$ cat src/rtl/ozone.sv
// ozone: minimal in-order AArch64-subset core (MOVZ, ADDS shifted-register, HLT).
//
// Fetches 64-byte lines (16 instructions) over the lower-cache (LC) port and
// retires one instruction per cycle while the current line is resident.
// Register file is 31 x 64-bit; index 31 reads as zero and ignores writes.
//
// Ports:
//   clk_in        clock
//   rst_N         asynchronous active-low reset
//   cs_N_in       chip select (reserved, ignored)
//   start         begin execution at start_pc (sampled only in IDLE)
//   start_pc      initial program counter
//   lc_valid_in   LC response valid
//   lc_ready_out  core ready to take an LC response (FETCH_WAIT only)
//   lc_addr_in    line address of the response
//   lc_value_in   response line data (512 bits)
//   lc_valid_out  core request valid
//   lc_ready_in   LC ready to take the request
//   lc_addr_out   request line address (bits 5:0 zero)
//   lc_value_out  write data (register dump only)
//   lc_we_out     request is a write
//
// Optional feature macro: OZONE_DUMP_EN. When defined, HLT enters a DUMP
// state that writes x0..x7 as one line to 64'hFFFF_FFFF_FFFF_FFC0 before
// halting. When undefined, HLT halts directly and lc_we_out/lc_value_out are 0.

module ozone (
    input  logic         clk_in,
    input  logic         rst_N,
    input  logic         cs_N_in,
    input  logic         start,
    input  logic [63:0]  start_pc,
    input  logic         lc_valid_in,
    output logic         lc_ready_out,
    input  logic [63:0]  lc_addr_in,
    input  logic [511:0] lc_value_in,
    output logic         lc_valid_out,
    input  logic         lc_ready_in,
    output logic [63:0]  lc_addr_out,
    output logic [511:0] lc_value_out,
    output logic         lc_we_out
);

    typedef enum logic [2:0] {
        S_IDLE,
        S_FETCH_REQ,
        S_FETCH_WAIT,
        S_EXEC,
        S_HALT,
        S_DUMP
    } state_t;

    state_t       r_state;
    logic [63:0]  r_pc;
    logic [63:0]  r_regs [0:30];
    logic [3:0]   r_nzcv;
    logic [511:0] r_line;
    logic [57:0]  r_tag;
    logic         r_line_vld;
    logic         r_lc_valid;
    logic         r_lc_ready;
    logic [63:0]  r_lc_addr;

    // Chip select is reserved; folded into a sink so it is visibly ignored.
    logic w_unused;
    assign w_unused = cs_N_in;

    // Decode of the instruction at the current pc within the buffered line.
    logic [31:0] w_insn;
    logic        w_is_movz;
    logic        w_is_adds;
    logic        w_is_hlt;
    logic [4:0]  w_rd;
    logic [4:0]  w_rn;
    logic [4:0]  w_rm;
    logic [5:0]  w_sh;
    logic [63:0] w_rn_val;
    logic [63:0] w_rm_val;
    logic [63:0] w_movz_val;
    logic [63:0] w_opb;
    logic [64:0] w_sum;
    logic        w_ovf;
    logic [63:0] w_pc_next;
    logic        w_leave;

    always_comb begin
        w_insn     = r_line[{r_pc[5:2], 5'b00000} +: 32];
        w_is_movz  = (w_insn[31:23] == 9'b110100101);
        w_is_adds  = (w_insn[31:21] == 11'b10101011000);
        w_is_hlt   = (w_insn[31:21] == 11'b11010100010);
        w_rd       = w_insn[4:0];
        w_rn       = w_insn[9:5];
        w_rm       = w_insn[20:16];
        w_sh       = w_insn[15:10];
        w_rn_val   = (w_rn == 5'd31) ? 64'd0 : r_regs[w_rn];
        w_rm_val   = (w_rm == 5'd31) ? 64'd0 : r_regs[w_rm];
        w_movz_val = {48'd0, w_insn[20:5]} << {w_insn[22:21], 4'b0000};
        w_opb      = w_rm_val << w_sh;
        w_sum      = {1'b0, w_rn_val} + {1'b0, w_opb};
        // Signed overflow: operands agree in sign, result does not.
        w_ovf      = (w_rn_val[63] == w_opb[63]) && (w_sum[63] != w_rn_val[63]);
        w_pc_next  = r_pc + 64'd4;
        w_leave    = !r_line_vld || (w_pc_next[63:6] != r_tag);
    end

`ifdef OZONE_DUMP_EN
    logic         r_lc_we;
    logic [511:0] r_lc_value;
    assign lc_we_out    = r_lc_we;
    assign lc_value_out = r_lc_value;
`else
    assign lc_we_out    = 1'b0;
    assign lc_value_out = '0;
`endif

    assign lc_valid_out = r_lc_valid;
    assign lc_ready_out = r_lc_ready;
    assign lc_addr_out  = r_lc_addr;

    always_ff @(posedge clk_in or negedge rst_N) begin
        if (!rst_N) begin
            r_state    <= S_IDLE;
            r_pc       <= '0;
            r_nzcv     <= '0;
            r_line     <= '0;
            r_tag      <= '0;
            r_line_vld <= 1'b0;
            r_lc_valid <= 1'b0;
            r_lc_ready <= 1'b0;
            r_lc_addr  <= '0;
            for (int i = 0; i < 31; i++) begin
                r_regs[i] <= '0;
            end
`ifdef OZONE_DUMP_EN
            r_lc_we    <= 1'b0;
            r_lc_value <= '0;
`endif
        end else begin
            case (r_state)
                S_IDLE: begin
                    if (start) begin
                        r_pc       <= start_pc;
                        r_lc_addr  <= {start_pc[63:6], 6'b000000};
                        r_lc_valid <= 1'b1;
                        r_state    <= S_FETCH_REQ;
                    end
                end

                S_FETCH_REQ: begin
                    if (lc_ready_in) begin
                        r_lc_valid <= 1'b0;
                        r_lc_ready <= 1'b1;
                        r_state    <= S_FETCH_WAIT;
                    end
                end

                S_FETCH_WAIT: begin
                    // Responses for another line are consumed and discarded.
                    if (lc_valid_in && (lc_addr_in == r_lc_addr)) begin
                        r_line     <= lc_value_in;
                        r_tag      <= lc_addr_in[63:6];
                        r_line_vld <= 1'b1;
                        r_lc_ready <= 1'b0;
                        r_state    <= S_EXEC;
                    end
                end

                S_EXEC: begin
                    if (w_is_hlt) begin
`ifdef OZONE_DUMP_EN
                        r_lc_valid <= 1'b1;
                        r_lc_we    <= 1'b1;
                        r_lc_addr  <= 64'hFFFF_FFFF_FFFF_FFC0;
                        r_lc_value <= {r_regs[7], r_regs[6], r_regs[5], r_regs[4],
                                       r_regs[3], r_regs[2], r_regs[1], r_regs[0]};
                        r_state    <= S_DUMP;
`else
                        r_state    <= S_HALT;
`endif
                    end else begin
                        if (w_is_movz && (w_rd != 5'd31)) begin
                            r_regs[w_rd] <= w_movz_val;
                        end
                        if (w_is_adds) begin
                            if (w_rd != 5'd31) begin
                                r_regs[w_rd] <= w_sum[63:0];
                            end
                            r_nzcv <= {w_sum[63], (w_sum[63:0] == 64'd0), w_sum[64], w_ovf};
                        end
                        r_pc <= w_pc_next;
                        if (w_leave) begin
                            r_lc_addr  <= {w_pc_next[63:6], 6'b000000};
                            r_lc_valid <= 1'b1;
                            r_state    <= S_FETCH_REQ;
                        end
                    end
                end

`ifdef OZONE_DUMP_EN
                S_DUMP: begin
                    if (lc_ready_in) begin
                        r_lc_valid <= 1'b0;
                        r_lc_we    <= 1'b0;
                        r_lc_addr  <= '0;
                        r_lc_value <= '0;
                        r_state    <= S_HALT;
                    end
                end
`endif

                S_HALT: begin
                    r_state <= S_HALT;
                end

                default: begin
                    r_state <= S_HALT;
                end
            endcase
        end
    end

endmodule

$ cat config.mk
export PLATFORM = sky130hd
export DESIGN_NAME = ozone
export DESIGN_NICKNAME = d
export VERILOG_FILES = /design/src/rtl/ozone.sv
export SDC_FILE = /design/constraint.sdc
export NUM_CORES = 1
export LEC_CHECK = 0
export ABC_AREA = 1
export CAP_MARGIN = 20
export CORE_AREA = 2 2 472 474
export DETAILED_ROUTE_END_ITERATION = 12
export DIE_AREA = 0 0 474 476
export PLACE_DENSITY = 0.41
export SYNTH_ARGS = -nofsm -noshare
export SYNTH_HDL_FRONTEND = slang
export SYNTH_SLANG_ARGS = --single-unit
$ cat constraint.sdc
create_clock -name clk_in -period 8.3 [get_ports clk_in]
set_input_delay 1.66 -clock clk_in [delete_from_list [all_inputs] [get_ports clk_in]]
set_output_delay 1.66 -clock clk_in [all_outputs]
set_load 0.05 [all_outputs]
==> results.json, run 1 <==
{
  "slowest_stage": "dfrtp_1",
  "drt_pass1_iterations": 5,
  "synth.top_cell.area_share_pct": 39.5,
  "dieArea_um2": 226000,
  "period_share_pct": 59.2,
  "setup_violations": 0,
  "ys_top_cells_by_area": "dfrtp_1 39%, nand2_1 18%, buf_4 17%",
  "synthFlopType": "dfrtp_1",
  "synth_seq_cells": 360,
  "yosys_warnings": 0,
  "h-tree-depth": 2,
  "power.leakage_uw": 0.0137,
  "crit_type": "flop to flop",
  "drv_slew": 0,
  "pin_count": 1225,
  "max_cap_viol_count": 0,
  "tns_ps": 0,
  "drive_gt1_share_pct": 3.86,
  "gr-total-overflow": 0,
  "drc": 0,
  "grt_pass1_wl_um": 154000,
  "crit_chain": "inv_2 -> nor2_8 -> nand2_4 -> nor2_4 -> nand2_1 -> nand2_1 -> nand3_1 -> nand2_1 -> nand2_1 -> nor2_1 -> nand2_1 -> nor2_1 -> nand2_1 -> nor2_1 -> nand3_4 -> nand3_2 -> buf_12 -> nand2_1 -> nand2_1",
  "routabilityCongestion": 0.898,
  "hpwl_um": 94200,
  "portBuffers": 366,
  "power_density_nw_per_um2": 272,
  "cts-root-buf": "clkbuf_16",
  "startpoint": "r_pc[2]$_DFFE_PN0P_",
  "drt_iter0_drc": 1035,
  "yosysTopAreaCell": "dfrtp_1",
  "max_slew.worst_pin.slew_ps": 1010,
  "track_usage_pct": 9.80,
  "rr_endpoint": "lc_addr_out[9]$_DFFE_PN0P_",
  "r2r-start": "r_pc[2]$_DFFE_PN0P_",
  "syn2layout_area_growth_pct": 30.0,
  "path_clk_slew_ps": 60,
  "r2r_slack_ps": 3380,
  "avgSynthCellArea_um2": 7.28,
  "crit_end": "lc_addr_out[9]$_DFFE_PN0P_",
  "holdCritPathClass": "flop to flop",
  "nNetsFinal": 4109,
  "clk_latency_ps": 650,
  "status": "finished, final reports clean",
  "syn_area_um2": 22800,
  "startpoint_type": "flop",
  "grt_pass1_vias": 19400,
  "cp.required_ps": 8850,
  "critPathCaptureType": "flop",
  "cp.arrival_ps": 5470,
  "num_vias": 20000,
  "critPathMaxStageDelay_ps": 600,
  "crit_top_cell": "nand2_1",
  "clkSinkCount": 360,
  "min_period_ps": 4920,
  "cts_max_path_buffers": 3,
  "antenna_left": 0,
  "cp_max_fo": 40,
  "ir_worst_vdd_mv": 0.173,
  "ctsResizeCount": 0,
  "post-cts-setup-buffers": 0,
  "synthCells": 3135,
  "cts_tree": "yes",
  "synthArstFlopShare_pct": 100,
  "synth_cell_type_count": 37,
  "yosysSeqAreaShare_pct": 39.5,
  "skew_ps": 63.2,
  "initial_core_util_pct": 10.3,
  "wl_per_cell_um": 17.6,
  "grt_max_degree": 161,
  "hold_ws_ps": 470,
  "ctsHoldBuffers": 0,
  "routed_wl_um": 114000,
  "antenna_found_initial": 54,
  "cts_buffers": 46,
  "std_cell_rows": 173,
  "die_h_um": 476,
  "fp.coreArea_um2": 221000,
  "rsz0062_at_grt": "false",
  "die_w_um": 474,
  "synth-edff-count": 0,
  "reg2reg_depth": 19,
  "hold_viol_final": 0,
  "vias_per_cell": 3.09,
  "relSlewSlack_pct": 32.4,
  "max_freq_mhz": 203
}
-- critical path: cells and delay by family (launching register included) --
family | cells | cell delay (ps)
flip-flops | 1 | 600
buffers and inverters | 2 | 530
AND/OR/NAND/NOR | 17 | 3630
-- cells by family after synthesis --
kind of cell             synth area share, %
AO/OA/AOI/OAI                           6.27
XOR/XNOR                                2.22
adder cells (fa/ha/maj)               0.0548
buffers and inverters                   22.8
flip-flops                              39.5
other                                 0.0164
AND/OR/NAND/NOR                         29.2
-- cell type report --
class	count	area, um2
repair buffers	385	3890
clock inverters	21	244
inverters	231	870
well taps	2975	3720
multi-input cells	2438	10600
diodes	8	20.0
clock buffers	64	1320
flip-flops and latches	360	9010
fillers	25400	191000
-- worst min path at each step --
stage,cells past startpoint,startpoint,end
finish,2,r_line[153]$_DFFE_PN0P_,r_line[153]$_DFFE_PN0P_
floorplan,1,r_line_vld$_DFFE_PN0P_,r_line_vld$_DFFE_PN0P_
CTS,1,r_line_vld$_DFFE_PN0P_,r_line_vld$_DFFE_PN0P_
detailed placement,2,r_line[440]$_DFFE_PN0P_,r_line[440]$_DFFE_PN0P_
global placement,1,r_line_vld$_DFFE_PN0P_,r_line_vld$_DFFE_PN0P_
global route,2,r_line[149]$_DFFE_PN0P_,r_line[149]$_DFFE_PN0P_
-- cell usage after synthesis (2+ instances only) --
cell      count
nand3_1     136
nor3_1       18
o21ai_1       8
nor2_1      178
or2_2         4
nor2_4        5
inv_2         4
a22o_1        2
xnor3_1       5
nor2_2        8
a211oi_1      2
o21ai_0     222
buf_2         9
buf_6         2
o22ai_1       6
dfrtp_1     360
buf_4       522
a221oi_1      2
a31oi_1      22
nand2_1    1099
nand4_1      84
clkbuf_1     91
nand3_2       2
o211ai_1      2
nand2_2       4
inv_1       227
xor2_1       35
nor4_1       44
xnor2_1      10
nand3b_1     12
a21oi_1       4
-- per-layer routing --
layer | routed length, um | track usage [%] | vias up | share of wire, %
met2 | 59000 | 18.5 | 884 | 52
met5 | 315 | 0 | - | 0.28
met4 | 4330 | 3.25 | 50 | 3.8
met3 | 9240 | 3.30 | 200 | 8.1
li1 | - | - | 9568 | -
met1 | 41200 | 10.1 | 9338 | 36
-- metrics by stage --
stage | area, um2 | std cells | setup WS, ps | total power [uW] | utilization, %
2_1_floorplan | 24800 | 3653 | 4810 | 4770 | -
3_3_place_gp | 28100 | 6389 | 2610 | 6120 | 12.7
3_5_place_dp | 28100 | 6389 | 2630 | 6120 | 12.7
4_1_cts | 29700 | 6474 | 3180 | 8290 | 13.4
5_1_grt | 29700 | 6474 | 3020 | 8620 | 13.4
6_report | 29700 | 6482 | 3380 | 8090 | 13.4
-- flip-flops by register name (all words and copies together) (netlist names) --
signal        flops
r_line_vld        1
r_tag            58
lc_addr_out      58
r_state           3
lc_ready_out      1
lc_valid_out      1
r_line          176
r_pc             62
-- power breakdown --
| part | switching [uW] | leakage (uW) | total [uW] | internal (uW) |
|---|---|---|---|---|
| sequential | 414 | 0.00428 | 2480 | 2070 |
| clock | 897 | 0.000768 | 2110 | 1210 |
| combinational | 2590 | 0.00862 | 3490 | 902 |
-- cell usage in the layout (no fill, tap or decap), drive strengths merged, types with 4 or more instances in the layout --
cell type / synthesis / final
nand2: 1104 / 1104
conb: 1 / 519
clkdlybuf4s50: 0 / 365
dfrtp: 360 / 360
inv: 231 / 232
o21ai: 230 / 230
nor2: 192 / 192
nand3: 138 / 138
nand4: 84 / 84
clkbuf: 91 / 64
nor4: 44 / 44
xor2: 35 / 35
a31oi: 22 / 22
buf: 533 / 20
nor3: 18 / 18
clkinv: 0 / 15
nand3b: 12 / 12
xnor2: 10 / 10
diode: 0 / 8
o22ai: 6 / 6
xnor3: 5 / 5
or2: 4 / 4
a21oi: 4 / 4
Power figures use the tool's default switching activity.
==> run 2, diff against run 1 <==
--- a/config.mk
+++ b/config.mk
@@ -7,10 +7,10 @@
 export LEC_CHECK = 0
 export ABC_AREA = 1
 export CAP_MARGIN = 20
-export CORE_AREA = 2 2 472 474
+export CORE_AREA = 2 2 475 477
 export DETAILED_ROUTE_END_ITERATION = 12
-export DIE_AREA = 0 0 474 476
-export PLACE_DENSITY = 0.41
+export DIE_AREA = 0 0 477 479
+export PLACE_DENSITY = 0.4
 export SYNTH_ARGS = -nofsm -noshare
 export SYNTH_HDL_FRONTEND = slang
 export SYNTH_SLANG_ARGS = --single-unit
==> constraint.sdc (replaced) <==
create_clock -name clk_in -period 4.85 [get_ports clk_in]
set_input_delay 0.97 -clock clk_in [delete_from_list [all_inputs] [get_ports clk_in]]
set_output_delay 0.97 -clock clk_in [all_outputs]
set_load 0.05 [all_outputs]
==> results.json, run 2 (same netlist as run 1, synthesis figures left out) <==
{
  "r2r-start": "r_pc[3]$_DFFE_PN0P_",
  "crit_top_cell": "nand2_1",
  "holdCritPathClass": "input port to asynchronous set/reset pin",
  "drc": 0,
  "grt_max_degree": 124,
  "dieArea_um2": 228000,
  "cp_num_buf_inv": 1,
  "power_density_nw_per_um2": 467,
  "cts-root-buf": "clkbuf_16",
  "initial_core_util_pct": 10.2,
  "max_slew.worst_pin.slew_ps": 942,
  "syn2layout_area_growth_pct": 32.2,
  "vias_per_cell": 3.13,
  "largestRegisters": "r_line (176), r_pc (62)",
  "wl_met1_um": 45500,
  "design_area_um2": 30200,
  "cp.arrival_ps": 4760,
  "setup_violations": 0,
  "drt_iter0_drc": 1195,
  "multi_input_area_um2": 10600,
  "routed_wl_um": 116000,
  "routabilityCongestion": 0.918,
  "startpoint_type": "flop",
  "dp.cells": 6449,
  "cts_tree": "yes",
  "die_h_um": 479,
  "drv_slew": 0,
  "path_clk_slew_ps": 60,
  "grt_pass1_vias": 19500,
  "power.leakage_uw": 0.0140,
  "pin_count": 1225,
  "nFillCells": 25700,
  "relSlewSlack_pct": 37.0,
  "ir_worst_vdd_mv": 0.246,
  "wl_met2_um": 59300,
  "grt_pass1_wl_um": 158000,
  "wl_per_cell_um": 17.8,
  "regArea_um2": 9010,
  "max_flop_register": "r_line",
  "final_common_cell": "nand2_1",
  "hpwl_um": 96500,
  "max_freq_mhz": 237,
  "fp.coreArea_um2": 224000,
  "tns_ps": 0,
  "hold_viol_final": 0,
  "nNetsFinal": 4153,
  "path_delay_family": "simple AND/OR/NAND/NOR gates",
  "slowest_stage": "dfrtp_1",
  "placed_cell_area_um2": 28600,
  "h-tree-depth": 2,
  "clkSinkCount": 360,
  "period_share_pct": 87.0,
  "track_usage_pct": 9.84,
  "max_cap_viol_count": 0,
  "cp_max_fo": 59,
  "drt_pass1_iterations": 6,
  "critPathCaptureType": "flop",
  "fin_cells": 6539,
  "gr-total-overflow": 0,
  "ctsHoldBuffers": 0,
  "ctsResizeCount": 0,
  "largest_reg_flops": 176,
  "post-cts-setup-buffers": 0,
  "crit_type": "flop to flop",
  "cp.required_ps": 5390,
  "antenna_found_initial": 40,
  "critPathMaxStageDelay_ps": 500,
  "mostFrequentLayoutCells": "1,098 x nand2_1, 519 x conb_1, 365 x clkdlybuf4s50_1",
  "rsz0062_at_grt": "false",
  "rr_endpoint": "lc_addr_out[50]$_DFFE_PN0P_",
  "reg2reg_depth": 20,
  "num_vias": 20500,
  "status": "finished, final reports clean",
  "cts_max_path_buffers": 3,
  "portBuffers": 366,
  "skew_ps": 23.0,
  "min_period_ps": 4220,
  "r2r_slack_ps": 630,
  "cts_buffers": 47,
  "crit_chain": "ha_1 -> nand2_1 -> nor2_4 -> nand2_2 -> nor2_4 -> nand2_1 -> nand3_1 -> nand2_1 -> nor2_1 -> nand2_1 -> nor2_1 -> nand2_1 -> nor2_1 -> nand2_1 -> nor2_1 -> nand3_2 -> nand3_2 -> buf_12 -> nand2_1 -> nand2_1",
  "die_w_um": 477,
  "std_cell_rows": 174,
  "drive_gt1_share_pct": 4.97,
  "wl_met3_um": 6440,
  "clk_latency_ps": 630,
  "routed.top_layer": "met5",
  "antenna_left": 0
}
-- run 2: power by group --
part | internal, uW | switching, uW
Clock | 2160 | 1530
Sequential | 3540 | 685
Combinational | 1640 | 4530
Total | 7340 | 6750
-- run 2: metrics by stage --
stage / hold slack, ps / utilization [%] / power (uW) / worst slack, ps
2_1_floorplan: 440 / - / 8170 / 2050
3_3_place_gp: 456 / 12.8 / 10600 / 320
3_5_place_dp: 456 / 12.8 / 10600 / 393
4_1_cts: 332 / 13.5 / 14400 / 631
5_1_grt: 338 / 13.5 / 15000 / 350
6_report: 306 / 13.5 / 14100 / 629
-- run 2: layout make-up --
class	count	area share (%)
diodes	3	0.0249
clock buffers	71	4.63
clock inverters	16	0.672
inverters	231	2.88
multi-input cells	2438	35.1
flip-flops and latches	360	29.9
well taps	2992	12.4
repair buffers	428	14.4
-- run 2: metal layers --
layer | vias to the layer above | GRT usage, %
li1 | 9649 | -
met1 | 9660 | 11.2
met2 | 943 | 18.2
met3 | 193 | 1.91
met4 | 18 | 3.43
met5 | - | 0
-- run 2: worst max-delay path by stage --
stage / startpoint / to / slack, ps / cells past startpoint
6_report: r_pc[3]$_DFFE_PN0P_ / lc_addr_out[50]$_DFFE_PN0P_ / 630 / 20
5_1_grt: r_pc[3]$_DFFE_PN0P_ / lc_addr_out[31]$_DFFE_PN0P_ / 350 / 20
4_1_cts: r_pc[3]$_DFFE_PN0P_ / lc_addr_out[50]$_DFFE_PN0P_ / 630 / 20
3_5_place_dp: lc_addr_in[54] / r_tag[49]$_DFFE_PN0P_ / 390 / 13
3_3_place_gp: lc_addr_in[54] / r_tag[49]$_DFFE_PN0P_ / 320 / 13
2_1_floorplan: lc_addr_in[1] / r_line[118]$_DFFE_PN0P_ / 2050 / 11
==> run 3, diff against run 2 <==
--- a/config.mk
+++ b/config.mk
@@ -10,6 +10,7 @@
 export CORE_AREA = 2 2 475 477
 export DETAILED_ROUTE_END_ITERATION = 12
 export DIE_AREA = 0 0 477 479
+export HOLD_SLACK_MARGIN = 0.06
 export PLACE_DENSITY = 0.4
 export SYNTH_ARGS = -nofsm -noshare
 export SYNTH_HDL_FRONTEND = slang
==> results of run 3 <==
Final layout, timing and power as in run 2 (identical DEF).
